===== config.mk =====
export PLATFORM = sky130hd
export DESIGN_NAME = mem_port_arbiter
export DESIGN_NICKNAME = d
export VERILOG_FILES = /design/src/rtl/mem_port_arbiter.sv
export SDC_FILE = /design/constraint.sdc
export NUM_CORES = 1
export LEC_CHECK = 0
export BUFFER_PORTS_ARGS = -buffer_cell sky130_fd_sc_hd__buf_2
export CAP_MARGIN = 20
export CORE_AREA = 5 5 116 118
export CTS_CLUSTER_SIZE = 12
export DETAILED_ROUTE_END_ITERATION = 8
export DIE_AREA = 0 0 121 123
export MAX_ROUTING_LAYER = met4
export PLACE_DENSITY_LB_ADDON = 0.05
export SYNTH_ARGS = -nofsm -noshare
export SYNTH_HDL_FRONTEND = slang
export SYNTH_SLANG_ARGS = --single-unit

===== constraint.sdc =====
create_clock -name clk -period 3.38 [get_ports clk]
set_input_delay 0.507 -clock clk [delete_from_list [all_inputs] [get_ports clk]]
set_output_delay 0.507 -clock clk [all_outputs]
set_load 0.03 [all_outputs]

===== src/rtl/mem_port_arbiter.sv =====
// Single-port memory arbiter: loader, core data and core fetch share one port.
// Define ARB_RR_EN for round-robin core arbitration; the default build uses fixed dm-over-if priority.
module mem_port_arbiter #(
    parameter int AW      = 32,
    parameter int DW      = 32,
    parameter int LD_HOLD = 4
) (
    input  logic          clk,
    input  logic          rst,
    input  logic          ld_req,
    input  logic          ld_we,
    input  logic [AW-1:0] ld_addr,
    input  logic [DW-1:0] ld_wdata,
    output logic          ld_gnt,
    output logic          ld_rvalid,
    input  logic          dm_req,
    input  logic          dm_we,
    input  logic [AW-1:0] dm_addr,
    input  logic [DW-1:0] dm_wdata,
    output logic          dm_gnt,
    output logic          dm_rvalid,
    input  logic          if_req,
    input  logic [AW-1:0] if_addr,
    output logic          if_gnt,
    output logic          if_rvalid,
    output logic [DW-1:0] rdata,
    output logic          mem_we,
    output logic [AW-1:0] mem_addr,
    output logic [DW-1:0] mem_wdata,
    input  logic [DW-1:0] mem_rdata,
    output logic          core_stall,
    output logic          ld_active
);

    localparam logic [0:0] RUN  = 1'b0;
    localparam logic [0:0] LOAD = 1'b1;

    localparam logic [1:0] OWN_NONE = 2'd0;
    localparam logic [1:0] OWN_LD   = 2'd1;
    localparam logic [1:0] OWN_DM   = 2'd2;
    localparam logic [1:0] OWN_IF   = 2'd3;

    localparam logic [7:0] HOLD_INIT = 8'(LD_HOLD);

    logic [0:0] state;
    logic [7:0] hold_cnt;
    logic [1:0] owner;
    logic       core_ok;
    logic       pref_dm;

`ifdef ARB_RR_EN
    // rr_ptr high means fetch has priority on the next contended cycle
    logic rr_ptr;

    always_ff @(posedge clk or posedge rst) begin
        if (rst) begin
            rr_ptr <= 1'b0;
        end else if (dm_gnt) begin
            rr_ptr <= 1'b1;
        end else if (if_gnt) begin
            rr_ptr <= 1'b0;
        end
    end

    assign pref_dm = ~rr_ptr;
`else
    assign pref_dm = 1'b1;
`endif

    // The loader is granted whenever it asks, in either state
    assign ld_gnt  = ld_req;
    assign core_ok = (state == RUN) && !ld_req;
    assign dm_gnt  = core_ok && dm_req && (!if_req || pref_dm);
    assign if_gnt  = core_ok && if_req && !dm_gnt;

    assign core_stall = (dm_req && !dm_gnt) || (if_req && !if_gnt);
    assign ld_active  = (state == LOAD);

    always_comb begin
        mem_we    = 1'b0;
        mem_addr  = '0;
        mem_wdata = '0;
        if (ld_gnt) begin
            mem_we    = ld_we;
            mem_addr  = ld_addr;
            mem_wdata = ld_wdata;
        end else if (dm_gnt) begin
            mem_we    = dm_we;
            mem_addr  = dm_addr;
            mem_wdata = dm_wdata;
        end else if (if_gnt) begin
            mem_addr  = if_addr;
        end
    end

    always_ff @(posedge clk or posedge rst) begin
        if (rst) begin
            state    <= RUN;
            hold_cnt <= '0;
        end else begin
            case (state)
                RUN: begin
                    if (ld_gnt) begin
                        state    <= LOAD;
                        hold_cnt <= HOLD_INIT;
                    end
                end
                default: begin
                    if (ld_gnt) begin
                        hold_cnt <= HOLD_INIT;
                    end else if (hold_cnt <= 8'd1) begin
                        state    <= RUN;
                        hold_cnt <= '0;
                    end else begin
                        hold_cnt <= hold_cnt - 8'd1;
                    end
                end
            endcase
        end
    end

    always_ff @(posedge clk or posedge rst) begin
        if (rst) begin
            owner <= OWN_NONE;
        end else if (ld_gnt && !ld_we) begin
            owner <= OWN_LD;
        end else if (dm_gnt && !dm_we) begin
            owner <= OWN_DM;
        end else if (if_gnt) begin
            owner <= OWN_IF;
        end else begin
            owner <= OWN_NONE;
        end
    end

    assign ld_rvalid = (owner == OWN_LD);
    assign dm_rvalid = (owner == OWN_DM);
    assign if_rvalid = (owner == OWN_IF);
    assign rdata     = mem_rdata;

endmodule


==> metrics, run 1 <==
status=complete, no violations; Clock power frac=0.160; sequential fraction of the synthesis area=0.1611; die span in x=121 um; Post-synth EDFFs=0; Crit. End Element=output pin; CP max stage delay=0.62 ns; Mapped Cells=~210; GRT overflow=0; Final nets=slightly above 600; Post-CTS Resized=0; Max-Cap Viols=0; Worst Clk Skew=approximately 0.00066 ns; Yosys warnings=0; unrepaired setup endpoints after global routing=no; Ports=between 300 and 400; final wirelength=10560 um; dpl cells=573; post-route clock period utilization=0.7581; CP Class=reg -> out; Root Driver=clkbuf_16; Tot GR Track Use=0.1332; R2R cell count=3; global placer's final weighted congestion=0.7231; TritonRoute pass-1 iters=9; worst r2r src=hold_cnt[6]; final hold viol count=0; Comb pwr share=0.649; Bufs on Longest Clock Path=2; setup_tns=0 ns; post-synthesis cell type count=35; CP Launch Type=flop; WL per Instance=18.30 um; ratio of cells with drive above 1 in the final layout=0.6296; worst hold slack=roughly 0.27 ns; Synth Flop Type=dfrtp_1; vias in the first global route=2574; reg-to-reg slack, setup=1.73 ns; H-tree depth=1; final antenna diode count=0; smallest setup slack after layout=about 0.82 ns; Hold Path Class=in -> async; synthesized flop and latch total=11; Die Y-Extent=123 um; Arrival @ worst endpoint=just over 2 ns; Setup violations, final=0; Starting Density=0.1382; post-route ant nets=0; Peak VDD IR=0.1791 mV; Site Rows=41; pre-CTS WS=0.7997 ns; Hold Buf Count CTS=0; Die ar.=between 10000 and 15000 um2; Critical-path top delay cell=dfrtp_1; CP Cell Sequence=nor3b_4 > buf_4 > a222oi_1 > inv_1 > buf_2; Placeable Area=roughly 12000 um2; Clk pin slew, worst setup/hold paths=about 0.04 ns; worst-path fanout max=41; Post-CTS Setup Repair Bufs=0; P per Cell Area=around 470 nW/um2; Worst Path Required=2.87 ns; CTS tree=built; clock sinks=11; Post-Syn Area=roughly 1700 um2; Net Sw Frac=0.5026; # DRC=0; Switch Pwr=0.0006864 W; initial antenna violation count=0; leakage=~1.7 nW; Pint=0.0006793 W; Mapped Nets=412; fin. max-slew vios=0; number of buffers added on ports=about 240; fillers=about 1400; first-pass GRT wire length=around 15000 um; Starting DRT DRC Count=263; Max Fclk=about 400 MHz; pin count of the biggest net entering global routing=between 60 and 70; Async SR Flop Fraction=1.000; Worst-Skew Late Latency=0.24 ns; drt via density=4.328; Final Critical Period=~2.6 ns; Crit Reg-Reg Endpoint=hold_cnt[5]; Slew headroom=0.5470; Reg power frac=0.191; area grow syn2layout=70.28%; TritonCTS Buffers=3; via count=~2500; Slew @ Worst Pin=a little under 0.7 ns; Mean Syn Cell Area=between 8 and 9 um2; fin cells=~580; DPL Wire Length=roughly 8800 um
-- sequential cells by signal (all words and copies together), names as in the netlist --
name and count:
hold_cnt 8, owner 2, ld_active 1
-- final cells by class --
cell class	instances	area [um2]	area share
multi-input combinational	110	962.2	0.3306
tap	172	215.2	0.07395
sequential	11	275.3	0.09458
timing repair buffer	243	1239	0.4256
inverter	37	138.9	0.04772
clock buffer	3	75.07	0.02580
clock inverter	1	5.005	0.001720
-- cell usage after synthesis, drive strengths merged (2+ instances only) --
master | instances | area (um2)
a222oi | 32 | 320.3
o211ai | 3 | 22.52
o41ai | 2 | 17.52
o21ai | 2 | 10.01
o31ai | 4 | 43.79
a21oi | 2 | 10.01
buf | 45 | 309.0
clkbuf | 8 | 30.03
nor2 | 4 | 15.01
ha | 2 | 25.02
nand2b | 2 | 12.51
or4 | 3 | 30.03
dfrtp | 11 | 275.3
inv | 37 | 138.9
or2 | 2 | 12.51
nand2 | 4 | 15.01
a22o | 33 | 289.0
nor2b | 2 | 12.51
-- power groups by stage --
stage	logic, W	clock network, W	registers [W]
final	0.000887	0.000219	0.000260
after global routing	0.000972	0.000234	0.000274
after CTS	0.000899	0.000230	0.000260
after detailed placement	0.000895	0	0.000261
after global placement	0.000904	0	0.000268
after floorplan	0.000690	0	0.000237
-- worst max-delay path by stage --
stage,from,endpoint,slack [ns],cells past startpoint
6_report,ld_active,mem_addr[1],0.82,5
5_1_grt,ld_active,mem_addr[3],0.59,5
4_1_cts,ld_active,mem_addr[3],0.76,5
3_5_place_dp,ld_req,mem_addr[3],0.80,5
3_3_place_gp,ld_req,mem_addr[3],0.80,5
2_1_floorplan,ld_req,mem_wdata[22],1.18,5
-- cells in the final DEF (no fill, tap or decap), drive strengths merged --
master	n
nor2b	2
nand2b	2
maj3	1
nor4b	1
or2	2
mux2i	1
or4b	1
clkinv	1
o21bai	1
o211ai	3
nand2	4
nor3b	1
ha	2
or3	1
o22ai	1
buf	243
a222oi	32
dfrtp	11
inv	37
nand3	1
nor4	1
clkbuf	3
nor2	4
o21ai	2
a22o	33
a21oi	2
o41ai	2
o311ai	1
o31ai	4
a211oi	1
and2	1
or4	3
-- logic make-up after synthesis --
kind of cell	count (synthesis)	synth area share
mux	1	0.005857
buf+inv	90	0.2796
simple gates	24	0.09809
flops	11	0.1611
compound gates	82	0.4349
fa+ha+maj	3	0.02050
-- through the flow --
| step | utilization | cell area, um2 | power (W) |
|---|---|---|---|
| finish | 0.2354 | 2910 | 0.001366 |
| global route | 0.2354 | 2910 | 0.001480 |
| CTS | 0.2354 | 2910 | 0.001390 |
| detailed placement | 0.2289 | 2830 | 0.001156 |
| global placement | 0.2289 | 2830 | 0.001172 |
| floorplan | - | 1709 | 0.0009271 |
-- worst max-delay path: cells and delay by family (launching register included) --
kind                   cells  cell delay [ns]
AOI/OAI and AO/OA          1             0.52
and+or+nand+nor            1             0.08
DFF                        1             0.62
buffers and inverters      3             0.60
-- layer usage --
metal,part of all wire,track usage,routed length (um)
met2,0.53,0.2279,5560
met5,0,-,0
met1,0.41,0.1682,4286
met3,0.066,0.03111,693
met4,0.0016,0.009207,17
No activity file was read; power rests on OpenSTA's default activity.
==> run 2, diff against run 1 <==
--- a/config.mk
+++ b/config.mk
@@ -7,10 +7,10 @@
 export LEC_CHECK = 0
 export BUFFER_PORTS_ARGS = -buffer_cell sky130_fd_sc_hd__buf_2
 export CAP_MARGIN = 20
-export CORE_AREA = 5 5 116 118
+export CORE_AREA = 5 5 114 116
 export CTS_CLUSTER_SIZE = 12
 export DETAILED_ROUTE_END_ITERATION = 8
-export DIE_AREA = 0 0 121 123
+export DIE_AREA = 0 0 119 121
 export MAX_ROUTING_LAYER = met4
 export PLACE_DENSITY_LB_ADDON = 0.05
 export SYNTH_ARGS = -nofsm -noshare
==> constraint.sdc (replaced) <==
create_clock -name clk -period 2.1 [get_ports clk]
set_input_delay 0.315 -clock clk [delete_from_list [all_inputs] [get_ports clk]]
set_output_delay 0.315 -clock clk [all_outputs]
set_load 0.03 [all_outputs]
==> run 2 against run 1 <==
First-iteration DRC count decreased by 19%. Clock skew increased by 0.0040 ns. Die area decreased by 3.3%. Sequential share of layout area decreased by 0.53 points. Power increased by 69%. Non-clock buffer count increased by 13. Utilization increased by 2.7 points. Register-to-register slack got worse by 1.3 ns. Combinational power increased by 75%. Via count increased by 3.3%. Critical path type unchanged. Highest routed layer unchanged.
==> metrics, run 2 (synthesis gave the netlist of run 1 again) <==
Crit Reg-Reg Endpoint=hold_cnt[5]; Die Y-Extent=~120 um; Reg power frac=0.173; Post-Layout Inst Area=3095 um2; first-pass GRT wire length=approximately 15000 um; # DRC=0; Worst Path Required=between 1.5 and 2 ns; Comb pwr share=0.675; CTS tree=built; Worst-Skew Late Latency=0.24 ns; Final nets=between 600 and 700; Net Sw Frac=0.4904; fin. max-slew vios=0; Setup violations, final=0; most common cell after layout, fill and taps aside=buf_2; Top reg by flops=hold_cnt; Crit. End Element=output pin; Starting DRT DRC Count=214; number of buffers added on ports=~240; Placeable Area=11810 um2; Worst Clk Skew=~0.0046 ns; max FFs per register=8; Arrival @ worst endpoint=between 1.5 and 2 ns; Final Critical Period=between 2 and 2.5 ns; Ports=around 300; vias in the first global route=about 2700; Peak VDD IR=around 0.37 mV; CP Launch Type=flop; dpl cells=~560; DPL Wire Length=slightly below 9000 um; Root Driver=clkbuf_16; Max Fclk=489.0 MHz; Die ar.=between 10000 and 15000 um2; Starting Density=0.1447; worst r2r src=hold_cnt[6]; pin count of the biggest net entering global routing=60; Pint=0.001174 W; pre-CTS WS=~0.21 ns; TritonRoute pass-1 iters=6; status=complete, no violations; most frequent cells in the layout=buf_2 (232), inv_1 (37), a22o_1 (33); post-route ant nets=0; via count=between 2000 and 3000; area grow syn2layout=81.11%; P per Cell Area=between 700 and 800 nW/um2; final wirelength=roughly 11000 um; worst-path fanout max=13; drt via density=approximately 4.5; Bufs on Longest Clock Path=2; CP Class=reg -> out; die span in x=119 um; final hold viol count=0; ratio of cells with drive above 1 in the final layout=0.6435; global placer's final weighted congestion=0.9238; Max-Cap Viols=0; setup_tns=0 ns; post-route clock period utilization=0.9738; reg-to-reg slack, setup=around 0.42 ns; fin cells=roughly 570; Tot GR Track Use=0.1387; initial antenna violation count=4; placed cell area=2889 um2; R2R cell count=3; Site Rows=40; WL per Instance=19.36 um; Hold Path Class=in -> async; Clk pin slew, worst setup/hold paths=about 0.050 ns; clock sinks=11; TritonCTS Buffers=3; smallest setup slack after layout=around 0.055 ns; GRT overflow=0; Clock power frac=0.152; leakage=~1.8 nW; Slew headroom=0.6883; Slew @ Worst Pin=about 0.47 ns; Switch Pwr=roughly 0.0011 W; H-tree depth=1
run 2: changes by cell type in the layout (fill, tap and decap cells not counted), moves of 3 or more:
cell,previous run,this run
diode_2,0,4
buf_4,3,10
clkbuf_4,0,7
buf_12,1,4
clkbuf_16,3,6
buf_2,239,232
run 2: through the flow:
step           total power, W    util  hold WS, ns
6_report             0.002304  0.2621      0.08121
5_1_grt              0.002490  0.2621       0.1429
4_1_cts              0.002287  0.2514      0.09932
3_5_place_dp         0.001923  0.2446       0.3597
3_3_place_gp         0.001941  0.2446       0.3636
2_1_floorplan        0.001492       -       0.1674
run 2: timing repair:
item | 4_1_cts | 5_1_grt
buffers inserted | 0 | 3
hold endpoints to repair | 0 | 0
endpoints found under the setup margin | 0 | 8
resized for setup | 0 | 8
hold buffers | 0 | 0
run 2: per-layer routing:
metal / vias up / global-route usage / share of wire
li1: 1209 / - / -
met1: 1194 / 0.1569 / 0.37
met2: 170 / 0.2338 / 0.50
met3: 6 / 0.06667 / 0.13
met4: 0 / 0.008689 / 0.0049
met5: - / - / 0
run 2: layout make-up:
type / count / area [um2]
fill: 1348 / 8716
timing repair buffer: 256 / 1444
multi-input combinational: 110 / 962.2
sequential: 11 / 276.5
tap: 147 / 183.9
inverter: 37 / 138.9
clock buffer: 3 / 75.07
antenna: 4 / 10.01
clock inverter: 1 / 5.005
run 2: worst max-delay path by stage:
stage / startpoint / end / slack (ns) / cells past startpoint
2_1_floorplan: ld_active / mem_wdata[22] / 0.09 / 5
3_3_place_gp: dm_req / mem_addr[29] / 0.22 / 7
3_5_place_dp: dm_req / mem_addr[23] / 0.21 / 7
4_1_cts: ld_active / mem_addr[23] / 0.01 / 6
5_1_grt: ld_active / mem_addr[27] / -0.02 / 6
6_report: ld_active / mem_addr[5] / 0.06 / 6
run 2: worst max-delay path, stage by stage (launching register included):
cell,delay [ns]
dfrtp_2,0.44
nor3b_4,0.33
buf_4,0.18
clkbuf_16,0.16
a222oi_1,0.09
inv_1,0.08
buf_2,0.20
run 2: power by group through the flow:
stage	Sequential [W]	Combinational [W]	Clock [W]
after floorplan	0.000382	0.00111	0
after global placement	0.000406	0.00153	0
after detailed placement	0.000398	0.00152	0
after CTS	0.000399	0.00153	0.000363
after global routing	0.000419	0.00170	0.000373
final	0.000399	0.00155	0.000350
==> run 3, diff against run 2 <==
--- a/config.mk
+++ b/config.mk
@@ -13,6 +13,7 @@
 export DIE_AREA = 0 0 119 121
 export MAX_ROUTING_LAYER = met4
 export PLACE_DENSITY_LB_ADDON = 0.05
+export REMOVE_ABC_BUFFERS = 1
 export SYNTH_ARGS = -nofsm -noshare
 export SYNTH_HDL_FRONTEND = slang
 export SYNTH_SLANG_ARGS = --single-unit
==> run 3 against run 2 <==
Hold slack lost 0.0026 ns. Setup slack gained 0.051 ns. Power shrank 2.9%. Sequential share of layout area grew 0.50 points. Sequential cell count is the same. Cell area shrank 5.3%. Via count shrank 1.0%. First-iteration DRC count grew 0.93%. Clock-buffer cell count grew 1. Register-to-register slack is essentially flat. Cell count shrank 2.5%.
==> metrics, run 3 (synthesis gave the netlist of run 1 again) <==
status=complete, no violations; initial antenna violation count=0; Setup violations, final=0; Site Rows=40; DPL Wire Length=roughly 10000 um; CTS tree=built; most frequent cells in the layout=buf_2 (239), inv_1 (37), a22o_1 (33); Root Driver=clkbuf_16; Bufs on Longest Clock Path=2; Design Power=around 0.0022 W; WL per Instance=around 22 um; dpl cells=around 550; Peak VDD IR=~0.25 mV; Register Area=276.5 um2; H-tree depth=1; Max Fclk=about 500 MHz; clock sinks=11; Starting DRT DRC Count=about 220; Max-Cap Viols=0; Die ar.=about 14000 um2; die span in x=119 um; Die Y-Extent=121 um; final antenna diode count=0; Tot GR Track Use=0.1587; TritonCTS Buffers=3; most common cell after layout, fill and taps aside=buf_2; smallest setup slack after layout=roughly 0.11 ns; Final Critical Period=1.994 ns; post-route clock period utilization=0.9496; Worst Clk Skew=0.002138 ns; Worst Path Required=1.78 ns; worst hold slack=0.07860 ns; GRT overflow=0; leakage=~1.8 nW; Slew headroom=0.6993; first-pass GRT wire length=~17000 um; fin cells=about 560; Clk pin slew, worst setup/hold paths=about 0.04 ns; final hold viol count=0; Starting Density=0.1447; Worst-Skew Late Latency=between 0.2 and 0.25 ns; Ports=around 300; pin count of the biggest net entering global routing=between 60 and 70; via count=2552; Crit. End Element=output pin; Slew @ Worst Pin=~0.45 ns; worst-path fanout max=66; Post-CTS Setup Repair Bufs=0; post-route ant nets=0; Hold Path Class=in -> async; area of the multi-input gates=between 900 and 1000 um2; Placeable Area=roughly 12000 um2; number of buffers added on ports=~240; Hold Buf Count CTS=0; unrepaired setup endpoints after global routing=no; pre-CTS WS=approximately 0.21 ns; vias in the first global route=between 2000 and 3000; ratio of cells with drive above 1 in the final layout=0.6324; Arrival @ worst endpoint=~1.7 ns; fin. max-slew vios=0; CP Class=reg -> out; Final nets=between 600 and 700; # DRC=0; global placer's final weighted congestion=approximately 0.84; final wirelength=between 10000 and 15000 um; max FFs per register=8; fillers=between 1000 and 1500; P per Cell Area=762.9 nW/um2; drt via density=approximately 4.6; Post-CTS Resized=0; area grow syn2layout=71.52%; CP Launch Type=flop; Top reg by flops=hold_cnt; TritonRoute pass-1 iters=9
==> run 3: layout make-up <==
| type | instances | share of cell area |
|---|---|---|
| inverters | 37 | 0.04738 |
| flip-flops and latches | 11 | 0.09432 |
| well taps | 147 | 0.06274 |
| multi-input cells | 110 | 0.3282 |
| clock buffers | 4 | 0.02689 |
| repair buffers | 246 | 0.4405 |
==> run 3: worst max-delay path, stage by stage (launching register included) <==
cell and delay (ns):
dfrtp_2 0.45, nor3b_4 0.21, clkbuf_16 0.31, a222oi_1 0.14, inv_1 0.08, buf_2 0.21
==> run 3: worst paths after layout <==
path                              from            to  slack [ns]  cells after the start
setup / recovery             ld_active  mem_addr[17]        0.11                      5
hold / removal                     rst   hold_cnt[3]        0.08                      2
setup reg to reg           hold_cnt[6]   hold_cnt[5]        0.42                      3
hold reg to reg            hold_cnt[6]   hold_cnt[6]        0.53                      1
max in group asynchronous          rst     ld_active        1.68                      2
min in group clk                 ld_we      owner[0]        0.27                      2
==> run 3: layer usage <==
layer | track usage | share of wire
met1 | 0.1870 | 0.37
met2 | 0.2677 | 0.52
met3 | 0.06294 | 0.10
met4 | 0.01159 | 0.0039
met5 | - | 0
==> run 3: report_power, final <==
group	internal [W]	total, W	switching [W]	leakage (nW)
Sequential	0.000299	0.000408	0.000109	0.140
Clock	0.000254	0.000341	0.0000871	0.0382
Combinational	0.000568	0.00149	0.000919	1.59
Total	0.00112	0.00224	0.00111	1.76
==> run 3: per-stage QoR <==
stage,cell area (um2),setup TNS (ns),utilization
after floorplan,1370,-105.56,-
after global placement,2846,0,0.2410
after detailed placement,2846,0,0.2410
after CTS,2925,0,0.2477
after global routing,2932,0,0.2482
final,2932,0,0.2482
